File: src/rtl/vector_execute_unit_pkg.sv
// Shared types, constants and operand-select helper for the vector execute stage.
package vec_pkg;

    localparam int unsigned N     = 8;
    localparam int unsigned LANES = 16;
    localparam int unsigned SH_W  = $clog2(N);

    typedef logic [LANES-1:0][N-1:0] vec_t;

    typedef enum logic [2:0] {ADD, SUB, AND, OR, XOR, SHL, SHR, PASSB} alu_op_e;
    typedef enum logic [1:0] {SRC_REG, SRC_IMM, SRC_BIMM, SRC_BREG} alu_src_e;
    typedef enum logic [1:0] {S_IDLE, S_BUSY, S_DONE} state_e;

    typedef struct packed {
        logic       reg_write;
        logic       mem_to_reg;
        logic       mem_write;
        logic [3:0] wa3;
    } ctrl_t;

    function automatic vec_t select_b(alu_src_e src, vec_t rd2, vec_t ext);
        vec_t b;
        case (src)
            SRC_REG:  b = rd2;
            SRC_IMM:  b = ext;
            SRC_BIMM: b = {LANES{ext[0]}};
            default:  b = {LANES{rd2[0]}};
        endcase
        return b;
    endfunction

endpackage

File: src/rtl/vector_execute_unit_if.sv
// Operand/control bus between the decode/execute register, the execute stage and the execute/memory register.
interface vector_execute_unit_if;
    import vec_pkg::*;

    logic       in_valid;
    vec_t       rd1;
    vec_t       rd2;
    vec_t       extend;
    logic [1:0] ALUSrc;
    logic [2:0] ALUControl;
    logic       RegWrite;
    logic       MemtoReg;
    logic       MemWrite;
    logic [3:0] WA3;

    logic       stall;
    logic       out_valid;
    vec_t       result;
    logic       RegWriteO;
    logic       MemtoRegO;
    logic       MemWriteO;
    logic [3:0] WA3O;

    modport master (
        output in_valid, rd1, rd2, extend, ALUSrc, ALUControl,
               RegWrite, MemtoReg, MemWrite, WA3,
        input  stall, out_valid, result, RegWriteO, MemtoRegO, MemWriteO, WA3O
    );

    modport slave (
        input  in_valid, rd1, rd2, extend, ALUSrc, ALUControl,
               RegWrite, MemtoReg, MemWrite, WA3,
        output stall, out_valid, result, RegWriteO, MemtoRegO, MemWriteO, WA3O
    );

endinterface

File: src/rtl/vector_execute_unit_lane_alu.sv
// Single-lane combinational ALU; wrapping arithmetic, bitwise ops and logical shifts.
module vec_lane_alu
    import vec_pkg::*;
(
    input  logic [N-1:0] a,
    input  logic [N-1:0] b,
    input  alu_op_e      op,
    output logic [N-1:0] y
);

    always_comb begin
        y = '0;
        case (op)
            ADD:     y = a + b;
            SUB:     y = a - b;
            AND:     y = a & b;
            OR:      y = a | b;
            XOR:     y = a ^ b;
            SHL:     y = a << b[SH_W-1:0];
            SHR:     y = a >> b[SH_W-1:0];
            PASSB:   y = b;
            default: y = '0;
        endcase
    end

endmodule

File: src/rtl/vector_execute_unit.sv
// Vector execute stage: latches one op, evaluates LPC lanes per cycle, then
// presents the full result with its forwarded write-back controls.
module vector_execute_unit
    import vec_pkg::*;
#(
    parameter int unsigned LPC = 4
) (
    input logic                  clk,
    input logic                  reset,
    vector_execute_unit_if.slave bus
);

    localparam int unsigned C     = LANES / LPC;
    localparam int unsigned CNT_W = (C > 1) ? $clog2(C) : 1;

    // Operands and result viewed as C chunks of LPC lanes so the chunk counter indexes directly.
    typedef logic [C-1:0][LPC-1:0][N-1:0] chunked_t;

    state_e               state_q, state_d;
    logic [CNT_W-1:0]     cnt_q;
    chunked_t             a_q, b_q, res_q;
    alu_op_e              op_q;
    ctrl_t                ctrl_q, ctrl_out_q;
    logic [LPC-1:0][N-1:0] lane_y;
    logic                 accept;
    logic                 last_chunk;

    assign accept     = bus.in_valid && (state_q != S_BUSY);
    assign last_chunk = (cnt_q == CNT_W'(C - 1));

    always_ff @(posedge clk) begin
        if (reset) begin
            state_q <= S_IDLE;
        end else begin
            state_q <= state_d;
        end
    end

    always_comb begin
        state_d = state_q;
        case (state_q)
            S_IDLE:  if (bus.in_valid) state_d = S_BUSY;
            S_BUSY:  if (last_chunk) state_d = S_DONE;
            S_DONE:  state_d = bus.in_valid ? S_BUSY : S_IDLE;
            default: state_d = S_IDLE;
        endcase
    end

    always_comb begin
        bus.stall     = (state_q == S_BUSY);
        bus.out_valid = (state_q == S_DONE);
    end

    for (genvar j = 0; j < LPC; j++) begin : g_lane
        vec_lane_alu u_alu (
            .a  (a_q[cnt_q][j]),
            .b  (b_q[cnt_q][j]),
            .op (op_q),
            .y  (lane_y[j])
        );
    end

    // Controls reach the outputs only with the last chunk so they stay paired with a complete result.
    always_ff @(posedge clk) begin
        if (reset) begin
            cnt_q      <= '0;
            a_q        <= '0;
            b_q        <= '0;
            op_q       <= ADD;
            ctrl_q     <= '0;
            ctrl_out_q <= '0;
            res_q      <= '0;
        end else if (accept) begin
            cnt_q  <= '0;
            a_q    <= bus.rd1;
            b_q    <= select_b(alu_src_e'(bus.ALUSrc), bus.rd2, bus.extend);
            op_q   <= alu_op_e'(bus.ALUControl);
            ctrl_q <= {bus.RegWrite, bus.MemtoReg, bus.MemWrite, bus.WA3};
        end else if (state_q == S_BUSY) begin
            res_q[cnt_q] <= lane_y;
            cnt_q        <= last_chunk ? '0 : cnt_q + 1'b1;
            if (last_chunk) begin
                ctrl_out_q <= ctrl_q;
            end
        end
    end

    assign bus.result    = res_q;
    assign bus.RegWriteO = ctrl_out_q.reg_write;
    assign bus.MemtoRegO = ctrl_out_q.mem_to_reg;
    assign bus.MemWriteO = ctrl_out_q.mem_write;
    assign bus.WA3O      = ctrl_out_q.wa3;

endmodule

File: src/flat_wrapper.sv
// flat-port wrapper written by rule: the top's interface ports become plain ports
module vector_execute_unit_flat import vec_pkg::*;
#(
    parameter int unsigned LPC = 4
)
  (clk, reset, bus_in_valid, bus_rd1, bus_rd2, bus_extend, bus_ALUSrc, bus_ALUControl, bus_RegWrite, bus_MemtoReg, bus_MemWrite, bus_WA3, bus_stall, bus_out_valid, bus_result, bus_RegWriteO, bus_MemtoRegO, bus_MemWriteO, bus_WA3O);
  vector_execute_unit_if bus_i ();
  input logic clk;
  input logic reset;
  input wire logic [$bits(bus_i.in_valid)-1:0] bus_in_valid;
  input wire logic [$bits(bus_i.rd1)-1:0] bus_rd1;
  input wire logic [$bits(bus_i.rd2)-1:0] bus_rd2;
  input wire logic [$bits(bus_i.extend)-1:0] bus_extend;
  input wire logic [$bits(bus_i.ALUSrc)-1:0] bus_ALUSrc;
  input wire logic [$bits(bus_i.ALUControl)-1:0] bus_ALUControl;
  input wire logic [$bits(bus_i.RegWrite)-1:0] bus_RegWrite;
  input wire logic [$bits(bus_i.MemtoReg)-1:0] bus_MemtoReg;
  input wire logic [$bits(bus_i.MemWrite)-1:0] bus_MemWrite;
  input wire logic [$bits(bus_i.WA3)-1:0] bus_WA3;
  output wire logic [$bits(bus_i.stall)-1:0] bus_stall;
  output wire logic [$bits(bus_i.out_valid)-1:0] bus_out_valid;
  output wire logic [$bits(bus_i.result)-1:0] bus_result;
  output wire logic [$bits(bus_i.RegWriteO)-1:0] bus_RegWriteO;
  output wire logic [$bits(bus_i.MemtoRegO)-1:0] bus_MemtoRegO;
  output wire logic [$bits(bus_i.MemWriteO)-1:0] bus_MemWriteO;
  output wire logic [$bits(bus_i.WA3O)-1:0] bus_WA3O;
  assign bus_i.in_valid = bus_in_valid;
  assign bus_i.rd1 = bus_rd1;
  assign bus_i.rd2 = bus_rd2;
  assign bus_i.extend = bus_extend;
  assign bus_i.ALUSrc = bus_ALUSrc;
  assign bus_i.ALUControl = bus_ALUControl;
  assign bus_i.RegWrite = bus_RegWrite;
  assign bus_i.MemtoReg = bus_MemtoReg;
  assign bus_i.MemWrite = bus_MemWrite;
  assign bus_i.WA3 = bus_WA3;
  assign bus_stall = bus_i.stall;
  assign bus_out_valid = bus_i.out_valid;
  assign bus_result = bus_i.result;
  assign bus_RegWriteO = bus_i.RegWriteO;
  assign bus_MemtoRegO = bus_i.MemtoRegO;
  assign bus_MemWriteO = bus_i.MemWriteO;
  assign bus_WA3O = bus_i.WA3O;
  vector_execute_unit #(.LPC(LPC)) u_core (.clk(clk), .reset(reset), .bus(bus_i));
endmodule
File: config.mk
export PLATFORM = sky130hd
export DESIGN_NAME = vector_execute_unit_flat
export DESIGN_NICKNAME = d
export VERILOG_FILES = /design/src/rtl/vector_execute_unit_pkg.sv /design/src/rtl/vector_execute_unit_if.sv /design/src/rtl/vector_execute_unit_lane_alu.sv /design/src/rtl/vector_execute_unit.sv /design/src/flat_wrapper.sv
export SDC_FILE = /design/constraint.sdc
export NUM_CORES = 1
export LEC_CHECK = 0
export CAP_MARGIN = 20
export CORE_MARGIN = 2
export CORE_UTILIZATION = 35
export CTS_BUF_LIST = sky130_fd_sc_hd__clkbuf_16
export CTS_CLUSTER_DIAMETER = 30
export DETAILED_ROUTE_END_ITERATION = 16
export HOLD_SLACK_MARGIN = 0.1
export PLACE_DENSITY_LB_ADDON = 0.25
export SETUP_SLACK_MARGIN = 0.4
export SLEW_MARGIN = 10
export SYNTH_ARGS = -nofsm -noshare
export SYNTH_HDL_FRONTEND = slang
export SYNTH_SLANG_ARGS = --single-unit
File: constraint.sdc
create_clock -name clk -period 4.5 [get_ports clk]
set_input_delay 0.9 -clock clk [delete_from_list [all_inputs] [get_ports clk]]
set_output_delay 0.9 -clock clk [all_outputs]
set_load 0.03 [all_outputs]
==> impl_metrics.json, run 1 <==
{
  "fmax_mhz": 258,
  "hold_class": "reg -> reg",
  "final_common_cell": "nor2_1",
  "report.final.slew_viol_count": 0,
  "start_util": 0.354,
  "clkLatencyLatePin_ns": 0.64,
  "io_pins": 536,
  "status": "complete, no violations",
  "r2r-start": "u_core.cnt_q[1]$_SDFFE_PP0P_",
  "critical_path_required_ns": 4.97,
  "period_minus_slack_ns": 3.87,
  "p_total_mw": 14.2,
  "syn_area_sq_um": 23200,
  "fin_util": 0.497,
  "drt_first_iter_violations": 2069,
  "crit_fanout": 14,
  "root_buffer": "clkbuf_16",
  "critical_path_arrival_ns": 4.34,
  "area_growth_syn_to_layout_pct": 40.5,
  "reg2reg_slack_ns": 0.63,
  "fin_cells": 4378,
  "synth_cell_type_count": 74,
  "fill_cells": 6340,
  "path_clk_slew_ns": 0.05,
  "vias_per_cell": 5.27,
  "fp-row-count": 94,
  "synthTopCellsByArea": "dfxtp_1, nor2_1, nand2_1, mux2i_1, mux4_2",
  "worstSetupStartpoint": "u_core.cnt_q[1]$_SDFFE_PP0P_",
  "synth_enable_flop_cells": 0,
  "port-buffer-count": 535,
  "drc": 0,
  "clock-sinks": 405,
  "nNetsFinal": 3943,
  "async_reset_ff_frac": 0,
  "wirelength_mm": 89.0,
  "cts_buffers": 93,
  "hpwl_mm": 66.4,
  "max_slew_margin": 0.273,
  "core-area_sq_um": 65700,
  "final_area_sq_um": 32700,
  "wl_per_cell_microns": 20.3,
  "worstMarginPinSlew_ns": 1.08,
  "mostFrequentLayoutCells": "nor2_1, clkdlybuf4s50_1, nand2_1",
  "rsz0062_at_grt": "no",
  "path_class": "reg -> reg",
  "period_share": 0.861,
  "synth_top_area_cell": "dfxtp_1",
  "synthFlopType": "dfxtp_1",
  "die_x_microns": 262,
  "grt_max_degree": 122,
  "grt_pass1_wl_mm": 133,
  "p_leak_nw": 12.8,
  "finalHoldViolCount": 0,
  "start_kind": "flip-flop",
  "reg2regPathDepth": 13,
  "routabilityCongestion": 0.937,
  "ant_nets": 0,
  "irDropWorstVdd_mv": 0.270,
  "fp.dieArea_sq_um": 68500,
  "setup_violations": 0,
  "critPathCaptureType": "flip-flop",
  "cts_hold_buf": 0,
  "drv_cap": 0,
  "die_h_microns": 262,
  "rr_endpoint": "u_core.bus.result[107]$_SDFFE_PP0P_",
  "synth_seq_area_share": 0.349,
  "synth_nets": 3455,
  "yosysWarnings": 0,
  "postSynthCellCount": 2948,
  "track_usage": 0.253,
  "p_per_area_nw_per_um2": 436,
  "vias": 23100,
  "dr.pass1.iters": 9,
  "grt_pass1_vias": 22200,
  "placed_area_sq_um": 29400,
  "htree_levels": 3,
  "finalSetupTns_ns": 0,
  "clockBufferDepth": 3,
  "cts_tree": "done",
  "grt_remaining_overflow": 0,
  "synth_top_area_share": 0.349,
  "clock_skew_ns": 0.0389,
  "synth_seq_cells": 405,
  "antenna_found_initial": 1,
  "drive_above_1_share": 0.0991,
  "synth_area_per_cell_sq_um": 7.88,
  "critical_path.endpoint": "u_core.bus.result[107]$_SDFFE_PP0P_",
  "dp_cells": 4195
}
-- area by class of cell --
cell class	count	area (sq um)	share of cell area
inverter	77	289	0.00885
antenna	1	2.50	0.0000766
clock inverter	77	790	0.0242
sequential	405	8120	0.249
timing repair buffer	623	6130	0.188
multi-input combinational	2236	13900	0.425
tap	864	1080	0.0331
clock buffer	95	2380	0.0728
-- worst min path at each step --
stage,slack (ns),endpoint,cells past startpoint,start
2_1_floorplan,0.43,u_core.a_q[39]$_SDFFE_PP0P_,2,u_core.a_q[39]$_SDFFE_PP0P_
3_3_place_gp,0.44,u_core.a_q[114]$_SDFFE_PP0P_,2,u_core.a_q[114]$_SDFFE_PP0P_
3_5_place_dp,0.45,u_core.bus.WA3O[1]$_SDFFE_PP0P_,2,u_core.ctrl_q[1]$_SDFFE_PP0P_
4_1_cts,0.45,u_core.bus.RegWriteO$_SDFFE_PP0P_,2,u_core.ctrl_q[6]$_SDFFE_PP0P_
5_1_grt,0.46,u_core.bus.MemWriteO$_SDFFE_PP0P_,2,u_core.bus.MemWriteO$_SDFFE_PP0P_
6_report,0.45,u_core.a_q[39]$_SDFFE_PP0P_,2,u_core.a_q[39]$_SDFFE_PP0P_
-- report_power, final --
group	leakage [nW]	switching [mW]	internal, mW
clock network	1.54	2.17	4.51
registers	3.32	0.155	3.84
logic	7.92	2.06	1.49
total	12.8	4.39	9.84
-- registers in the layout, indices dropped and copies added (netlist names) --
register / count
u_core.state_q: 2
u_core.bus.WA3O: 4
u_core.cnt_q: 2
u_core.op_q: 3
u_core.bus.MemWriteO: 1
u_core.bus.result: 128
u_core.bus.MemtoRegO: 1
u_core.bus.RegWriteO: 1
u_core.a_q: 128
u_core.ctrl_q: 7
u_core.b_q: 128
-- synth_stat cells, types with 33 or more instances --
library cell / count
a211oi_1: 45
a21oi_1: 240
clkbuf_1: 166
dfxtp_1: 405
ha_1: 104
inv_1: 71
mux2i_1: 165
mux4_2: 61
nand2_1: 480
nor2_1: 548
nor3_1: 166
o21ai_0: 66
xnor2_1: 33
-- per-layer routing --
layer	GRT usage	vias to the layer above	share of wire
li1	-	11200	-
met1	0.342	10800	0.43
met2	0.410	967	0.47
met3	0.0445	131	0.075
met4	0.0765	0	0.025
met5	0	-	0
-- repair_timing --
action                                  CTS  global route
endpoints found under the hold margin     0             0
endpoints found under the setup margin    0            30
gates resized for setup                   0             3
setup buffers                             0            10
-- cells by family (layout without fill, tap and decap cells) --
kind of cell    after synthesis  count (layout)  share of synthesized area
xor+xnor                     46              46                     0.0177
fa+ha+maj                   108             108                     0.0594
compound gates              561             561                      0.154
simple gates               1277            1277                      0.225
buf+inv                     307             872                     0.0559
flops                       405             405                      0.349
other cells                   0               1                          0
mux                         244             244                      0.140
-- through the flow --
step / setup WS (ns) / hold slack [ns]
2_1_floorplan: 0.787 / 0.432
5_1_grt: 0.436 / 0.463
3_5_place_dp: 0.423 / 0.446
6_report: 0.626 / 0.450
4_1_cts: 0.416 / 0.451
3_3_place_gp: 0.495 / 0.440
-- critical path, cell delays in order, from the launching register on --
cell and delay [ns]:
dfxtp_4 0.55, buf_16 0.21, buf_4 0.22, mux4_2 0.69, inv_1 0.11, ha_1 0.23
a22o_1 0.23, a222oi_1 0.47, o221ai_1 0.21, a21oi_1 0.29, a21oi_1 0.11, buf_4 0.21
nand2_1 0.08, a21oi_1 0.07
No activity file was read; power rests on OpenSTA's default activity.
==> run 2: changes to the inputs <==
--- a/config.mk
+++ b/config.mk
@@ -13,6 +13,7 @@
 export DETAILED_ROUTE_END_ITERATION = 16
 export HOLD_SLACK_MARGIN = 0.1
 export PLACE_DENSITY_LB_ADDON = 0.25
+export RECOVER_POWER = 50
 export SETUP_SLACK_MARGIN = 0.4
 export SLEW_MARGIN = 10
 export SYNTH_ARGS = -nofsm -noshare
==> run 2 against run 1 <==
Against the previous run:
- clock power barely moved
- flip-flop and latch count is the same
- the flow now finishes with violations (capacitance limit, slew limit)
- critical path depth did not move
- routed wire length about the same
- utilization is 0.095 points lower
- die area did not move
- setup slack lost 0.042 ns
- highest routed layer unchanged
- via count about the same
- sequential share of layout area hardly changed
- worst hold slack got worse by 0.0029 ns
- fmax shrank 1.1%
- sequential power about the same
==> impl_metrics.json, run 2 (synthesis gave the netlist of run 1 again) <==
{
  "period_share": 0.870,
  "p_clk_frac": 0.470,
  "power.share.switching": 0.308,
  "routabilityCongestion": 0.937,
  "core-area_sq_um": 65700,
  "hpwl_mm": 66.4,
  "area_growth_syn_to_layout_pct": 40.2,
  "grt_pass1_vias": 22200,
  "crit_family": "compound AO/OA/AOI/OAI gates",
  "path_cells": "buf_16 -> buf_4 -> mux4_2 -> inv_1 -> ha_1 -> a22o_1 -> a222oi_1 -> o221ai_1 -> a21oi_1 -> a21oi_1 -> buf_4 -> nand2_1 -> a21oi_1",
  "cp_slowest_stage_delay_ns": 0.69,
  "report.final.slew_viol_count": 382,
  "root_buffer": "clkbuf_16",
  "htree_levels": 3,
  "status": "finished, violations left",
  "finalSetupTns_ns": 0,
  "die_h_microns": 262,
  "clock-sinks": 405,
  "fp-row-count": 94,
  "cts_buffers": 93,
  "clock_skew_ns": 0.0410,
  "finalHoldViolCount": 0,
  "multi_input_area_sq_um": 13900,
  "final_common_cell": "nor2_1",
  "setup_violations": 0,
  "antenna_found_initial": 1,
  "io_pins": 536,
  "dr.pass1.iters": 8,
  "grt_max_degree": 122,
  "mostFrequentLayoutCells": "nor2_1, clkdlybuf4s50_1, nand2_1",
  "fmax_mhz": 255,
  "seqPwrFrac": 0.281,
  "track_usage": 0.253,
  "path_clk_slew_ns": 0.05,
  "regArea_sq_um": 8120,
  "grt_remaining_overflow": 0,
  "critical_path_required_ns": 4.97,
  "irDropWorstVdd_mv": 0.268,
  "worstMarginPinSlew_ns": 2.14,
  "start_kind": "flip-flop",
  "rsz0062_at_grt": "no",
  "wirelength_mm": 89.0,
  "path_common_cell": "a21oi_1",
  "clockBufferDepth": 3,
  "port-buffer-count": 535,
  "nNetsFinal": 3943,
  "cts_tree": "done",
  "vias": 23100,
  "drive_above_1_share": 0.0982,
  "slowest_stage": "mux4_2",
  "p_leak_nw": 12.8,
  "violations": "capacitance limit, slew limit",
  "period_minus_slack_ns": 3.92,
  "drt_first_iter_violations": 2002,
  "hold_class": "reg -> reg",
  "clkLatencyLatePin_ns": 0.64,
  "fp.dieArea_sq_um": 68500,
  "critPathCaptureType": "flip-flop",
  "p_int_mw": 9.84,
  "die_x_microns": 262,
  "crit_fanout": 14,
  "critPathBufInv": 4,
  "drc": 0,
  "critical_path_arrival_ns": 4.38,
  "p_per_area_nw_per_um2": 436,
  "comb_power_share": 0.249,
  "fill_cells": 6353,
  "p_sw_mw": 4.39,
  "drv_cap": 4,
  "max_slew_margin": -0.430,
  "hold_ws_ns": 0.447,
  "grt_pass1_wl_mm": 133,
  "path_class": "reg -> reg",
  "start_util": 0.354,
  "ant_nets": 0,
  "vias_per_cell": 5.27,
  "wl_per_cell_microns": 20.3
}
-- run 2: changes by cell type in the layout (fill, tap and decap cells not counted), sizes merged --
cell / before / now
clkdlybuf4s50: 532 / 518
dlygate4sd3: 0 / 14
clkbuf: 95 / 101
buf: 91 / 85
-- run 2: worst register-to-register path, cell delays in order (launching register included) --
cell and delay [ns]:
dfxtp_4 0.55, buf_16 0.21, buf_4 0.24, mux4_2 0.69, inv_1 0.11, ha_1 0.23, a22o_1 0.23, a222oi_1 0.49
o221ai_1 0.21, a21oi_1 0.30, a21oi_1 0.11, buf_4 0.21, nand2_1 0.08, a21oi_1 0.08
-- run 2: cell type report --
class / instances / share of cell area
Inverter: 77 / 0.00887
Multi-Input combinational cell: 2236 / 0.425
Tap cell: 864 / 0.0332
Clock buffer: 95 / 0.0729
Sequential cell: 405 / 0.249
Clock inverter: 77 / 0.0242
Timing Repair Buffer: 623 / 0.186
Antenna cell: 1 / 0.0000768
-- run 2: layer usage --
| metal | wire, microns | vias up | global-route usage |
|---|---|---|---|
| li1 | - | 11200 | - |
| met5 | 0 | - | 0 |
| met4 | 2300 | 0 | 0.0765 |
| met3 | 6120 | 128 | 0.0445 |
| met2 | 41700 | 880 | 0.410 |
| met1 | 38900 | 10900 | 0.342 |
-- run 2: power by group through the flow --
stage                     Sequential (mW)  Clock [mW]  Combinational [mW]
after global placement               4.05           0                3.47
after detailed placement             4.05           0                3.48
after global routing                 4.01        6.97                3.84
final                                3.99        6.69                3.54
after CTS                            3.99        6.78                3.50
after floorplan                      4.09           0                2.04
-- run 2: through the flow --
| step | instances | worst slack, ns | utilization | power [mW] | cell area, sq um |
|---|---|---|---|---|---|
| after CTS | 4367 | 0.416 | 0.495 | 14.3 | 32500 |
| after floorplan | 2948 | 0.787 | - | 6.13 | 23200 |
| after detailed placement | 4195 | 0.423 | 0.447 | 7.53 | 29400 |
| final | 4378 | 0.584 | 0.496 | 14.2 | 32600 |
| after global routing | 4378 | 0.306 | 0.496 | 14.8 | 32600 |
| after global placement | 4194 | 0.495 | 0.446 | 7.52 | 29400 |
-- run 2: repair_timing --
| item | 4_1_cts | 5_1_grt |
|---|---|---|
| endpoints found under the setup margin | 0 | 30 |
| hold buffers | 0 | 0 |
| gates resized for setup | 0 | 3 |
| setup buffers | 0 | 10 |
-- run 2: worst paths after layout --
path                                            from                                  end  slack [ns]  depth (start not counted)
setup reg to reg        u_core.cnt_q[1]$_SDFFE_PP0P_  u_core.bus.result[107]$_SDFFE_PP0P_        0.58                         13
hold reg to reg   u_core.bus.result[91]$_SDFFE_PP0P_   u_core.bus.result[91]$_SDFFE_PP0P_        0.45                          2
hold / removal    u_core.bus.result[91]$_SDFFE_PP0P_   u_core.bus.result[91]$_SDFFE_PP0P_        0.45                          2
setup / recovery        u_core.cnt_q[1]$_SDFFE_PP0P_  u_core.bus.result[107]$_SDFFE_PP0P_        0.58                         13
